[config.mk]
export PLATFORM = sky130hd
export DESIGN_NAME = note_selector
export DESIGN_NICKNAME = d
export VERILOG_FILES = /design/src/rtl/note_selector.sv
export SDC_FILE = /design/constraint.sdc
export NUM_CORES = 1
export LEC_CHECK = 0
export CORE_MARGIN = 5
export CORE_UTILIZATION = 60
export CTS_BUF_LIST = sky130_fd_sc_hd__clkbuf_16
export CTS_CLUSTER_DIAMETER = 40
export CTS_CLUSTER_SIZE = 12
export DETAILED_ROUTE_END_ITERATION = 16
export DONT_BUFFER_PORTS = 1
export GPL_TIMING_DRIVEN = 0
export PLACE_DENSITY = 0.78
export SETUP_SLACK_MARGIN = 0.05
export SLEW_MARGIN = 15
export SYNTH_ARGS = -nofsm -noshare
export SYNTH_HDL_FRONTEND = slang
export SYNTH_SLANG_ARGS = --single-unit
[constraint.sdc]
create_clock -name clk -period 2.9 [get_ports clk]
set_input_delay 0.29 -clock clk [delete_from_list [all_inputs] [get_ports clk]]
set_output_delay 0.29 -clock clk [all_outputs]
set_load 0.05 [all_outputs]
[src/rtl/note_selector.sv]
// Note selector: synchronises and debounces 8 note keys plus octave up/down buttons,
// then registers the frequency (Hz) of the lowest held key in the current octave.
module note_selector #(
   parameter int DEBOUNCE_CYCLES = 100000
) (
   input  logic        clk,
   input  logic        rst,
   input  logic [7:0]  key_in,
   input  logic        oct_up_in,
   input  logic        oct_dn_in,
   output logic [11:0] freq,
   output logic        note_valid,
   output logic        octave
);

   localparam int CW = $clog2(DEBOUNCE_CYCLES);
   localparam logic [CW-1:0] CNT_MAX = CW'(DEBOUNCE_CYCLES - 1);

   logic [9:0]    w_raw;
   logic [9:0]    r_sync1;
   logic [9:0]    r_sync2;
   logic [9:0]    r_stable;
   logic [CW-1:0] r_cnt [10];
   logic [1:0]    r_prev;
   logic          r_octave;
   logic [11:0]   r_freq;
   logic          r_valid;

   logic          w_up_edge;
   logic          w_dn_edge;
   logic          w_any;
   logic [2:0]    w_idx;
   logic [11:0]   w_freq;

   // Bits 7:0 are note keys, bit 8 is octave-up, bit 9 is octave-down.
   assign w_raw = {oct_dn_in, oct_up_in, key_in};

   always_ff @(posedge clk) begin
      if (rst) begin
         r_sync1  <= '0;
         r_sync2  <= '0;
         r_stable <= '0;
         for (int unsigned i = 0; i < 10; i++) begin
            r_cnt[i] <= '0;
         end
      end else begin
         r_sync1 <= w_raw;
         r_sync2 <= r_sync1;
         for (int unsigned i = 0; i < 10; i++) begin
            if (r_sync2[i] == r_stable[i]) begin
               r_cnt[i] <= '0;
            end else if (r_cnt[i] == CNT_MAX) begin
               r_stable[i] <= r_sync2[i];
               r_cnt[i]    <= '0;
            end else begin
               r_cnt[i] <= r_cnt[i] + CW'(1);
            end
         end
      end
   end

   assign w_up_edge = r_stable[8] & ~r_prev[0];
   assign w_dn_edge = r_stable[9] & ~r_prev[1];

   // Opposing edges in the same cycle cancel; both directions saturate.
   always_ff @(posedge clk) begin
      if (rst) begin
         r_prev   <= '0;
         r_octave <= 1'b0;
      end else begin
         r_prev <= r_stable[9:8];
         if (w_up_edge && !w_dn_edge) begin
            r_octave <= 1'b1;
         end else if (w_dn_edge && !w_up_edge) begin
            r_octave <= 1'b0;
         end
      end
   end

   always_comb begin
      w_any = 1'b0;
      w_idx = '0;
      for (int unsigned i = 0; i < 8; i++) begin
         if (r_stable[i] && !w_any) begin
            w_any = 1'b1;
            w_idx = 3'(i);
         end
      end
   end

   always_comb begin
      w_freq = '0;
      if (w_any) begin
         case ({r_octave, w_idx})
            4'b0_000: w_freq = 12'd131;
            4'b0_001: w_freq = 12'd147;
            4'b0_010: w_freq = 12'd165;
            4'b0_011: w_freq = 12'd175;
            4'b0_100: w_freq = 12'd196;
            4'b0_101: w_freq = 12'd220;
            4'b0_110: w_freq = 12'd247;
            4'b0_111: w_freq = 12'd262;
            4'b1_000: w_freq = 12'd262;
            4'b1_001: w_freq = 12'd294;
            4'b1_010: w_freq = 12'd330;
            4'b1_011: w_freq = 12'd349;
            4'b1_100: w_freq = 12'd392;
            4'b1_101: w_freq = 12'd440;
            4'b1_110: w_freq = 12'd494;
            4'b1_111: w_freq = 12'd523;
            default:  w_freq = '0;
         endcase
      end
   end

   always_ff @(posedge clk) begin
      if (rst) begin
         r_freq  <= '0;
         r_valid <= 1'b0;
      end else begin
         r_freq  <= w_freq;
         r_valid <= w_any;
      end
   end

   assign freq       = r_freq;
   assign note_valid = r_valid;
   assign octave     = r_octave;

endmodule

==> results.ini <==
[critical_path]
endpoint_kind = flip-flop
worstReg2RegStart = r_stable[2]
regToRegEndpoint = freq[5]
r2r_slack_ps = 370
crit_type = flip-flop to flip-flop
crit_path_start_kind = flip-flop
path_max_fanout = 7
reg2reg_depth = 8
cp.arrival_ps = 2880
worstPathRequired_ps = 3240

[floorplanning]
io_pins = 26
initial_core_util_pct = 61.2
chipHeight_um = 146
rows = 49
core_region_area_um2 = 18000
die-area_um2 = 21200
fp.dieW_um = 146

[cts]
cts_tree = yes
clk_pin_slew_ps = 50
h-tree-depth = 2
clock_latency_ps = 500
numCtsBuffers = 35
clock-root-buffer = clkbuf_16
clkSinkCount = 214
ctsLongestPathBuffers = 3

[sta]
max-slew-margin-rel_pct = 47.0
tns_ps = 0
drv_slew = 0
hold_viol_final = 0
rsz0062_at_grt = false
tightest_slew_ps = 794
timing.fmax_mhz = 395
skew_ps = 10.7
setup_viol = 0
post-route-period-util_pct = 87.4
period_needed_ps = 2530
whs_ps = 243

[global_route]
met3_usage_pct = 4.17
track_usage_pct = 20.1
grt_use_met2_pct = 33.1
antenna_found_initial = 0
grt_max_degree = 13
grt-ovfl-total = 0
grt_pass1_vias = 7958
grt_busiest_layer = met2
use_met1_pct = 26.5
grt_pass1_wl_mm = 36.5

[drt]
dr.pass1.iters = 7
wl_per_cell_um = 13.9
drtIter0Drc = 426
routed-via-count = 8176
via_per_inst = 5.39
drc = 0
ant_nets = 0
wirelength_mm = 21.1

[layout]
diodes = 0
areaGrowthSynthToFinish_pct = 19.9
nets = 1290
utilization_pct = 73.4
fill_cells = 1283
drive_gt1_share_pct = 5.75
layoutNonFillerInstCount = 1517

[yosys]
yosysWarnings = 0
ys.flop_type = edfxtp_1
synth_common_cells = 187 x nor2_1, 170 x edfxtp_1, 86 x xnor2_1
synth_area_leader_cell = edfxtp_1
synth_top_area_share_pct = 46.3
syn_inst = 1045
synth_edf_count = 170
synth_area_leaders = edfxtp_1 46%, dfxtp_1 8.0%, xnor2_1 6.8%
synth.distinct_cells = 51
avgSynthCellArea_um2 = 10.6
synth_seq_area_share_pct = 54.2
synth-seq-cells = 214
synth_area_um2 = 11000
yosysMostFrequentCell = nor2_1
async_flop_share_pct = 0

[pwr]
power_leakage_nw = 4.67
ir_drop_mv = 0.532
powerDensity_nw_per_um2 = 595
fin_total_pwr_mw = 7.87

[hold_path]
min_to = r_cnt[7][5]
hold_depth = 3
worst_hold_path_type = primary input to flip-flop
hold_start = rst

[placed_design]
portBuffers = 0
gp_congestion = 0.860
place_inst = 1444
place_hpwl_mm = 14.5

[flow_run]
cap_violations = 0

[outcome]
run_status = completed

-- critical path, cell delays in order, from the launching register on --
cell,delay [ps]
dfxtp_1,300
clkbuf_2,160
nor4_2,530
nand3_1,170
o21a_1,160
ha_1,290
nor3_1,210
a21oi_1,100
a211oi_1,470
-- per-stage QoR --
step / area [um^2] / setup WS (ps)
5_1_grt: 13200 / 195
3_3_place_gp: 12000 / 349
6_report: 13200 / 366
2_1_floorplan: 11700 / 859
3_5_place_dp: 12000 / 250
4_1_cts: 13200 / 134
-- registers in the layout, summed over array words and instances (netlist names) --
register / count
r_cnt: 170
freq: 10
r_stable: 10
r_sync1: 10
r_sync2: 10
r_prev: 2
note_valid: 1
octave: 1
-- cell families (layout without fill, tap and decap cells) --
kind of cell | count (synthesis) | count (layout) | synth area share, %
adder cells (fa/ha/maj) | 16 | 16 | 1.81
multiplexers | 9 | 9 | 0.816
AO/OA/AOI/OAI | 57 | 57 | 3.24
XOR/XNOR | 147 | 147 | 11.7
flip-flops | 214 | 214 | 54.2
AND/OR/NAND/NOR | 543 | 543 | 25.9
buffers and inverters | 57 | 130 | 2.29
other | 2 | 172 | 0.0681
-- where the power goes --
group,total [mW],internal (mW),switching (mW)
Sequential,3.56,3.43,0.126
Clock,4.04,2.60,1.45
Combinational,0.271,0.110,0.161
-- cell type report --
class / count / area [um^2] / share of cell area (%)
buffer: 32 / 159 / 1.20
sequential: 214 / 5990 / 45.3
clock inverter: 26 / 235 / 1.78
inverter: 25 / 93.8 / 0.709
multi-input combinational: 944 / 5440 / 41.1
tap: 229 / 287 / 2.17
clock buffer: 37 / 926 / 7.00
timing repair buffer: 10 / 100 / 0.757
-- cells in the final DEF, fill, tap and decap left out, types with 4 or more instances in the layout --
master         count
a21oi_1           20
and3_1             8
and4_1            21
and4b_1            4
buf_4              5
clkbuf_1          21
clkbuf_16         37
clkinvlp_4         6
conb_1           172
dfxtp_1           44
dlygate4sd3_1     10
edfxtp_1         170
ha_1              16
inv_1             32
inv_6              6
mux2i_1            9
nand2_1           54
nand2b_1           7
nand3_1           65
nand4_1           56
nor2_1           187
nor2b_1           25
nor3_1            31
nor4_1            32
nor4b_1           10
nor4bb_1           5
o21ai_0           10
o31ai_1            8
o41ai_1            5
or3_1             10
or4_1              9
or4b_1             5
xnor2_1           86
xor2_1            61
-- what timing repair did --
item / in CTS / in global routing
endpoints found under the hold margin: 10 / 0
hold buffers: 10 / 0
setup buffers: 0 / 0
gates resized for setup: 0 / 1
setup endpoints to repair: 0 / 4
-- layer usage --
layer,vias to the layer above,share of wire (%)
li1,4096,-
met1,3824,44
met2,203,47
met3,53,5.3
met4,0,2.9
met5,-,0
-- worst max path at each step --
| stage | from | end | slack (ps) |
|---|---|---|---|
| floorplan | r_stable[2] | freq[5] | 860 |
| global placement | r_stable[2] | freq[5] | 350 |
| detailed placement | r_stable[2] | freq[5] | 250 |
| CTS | r_stable[2] | freq[5] | 130 |
| global route | r_stable[2] | freq[5] | 190 |
| finish | r_stable[2] | freq[5] | 370 |
Note: power is estimated with default switching activity, not from simulation.
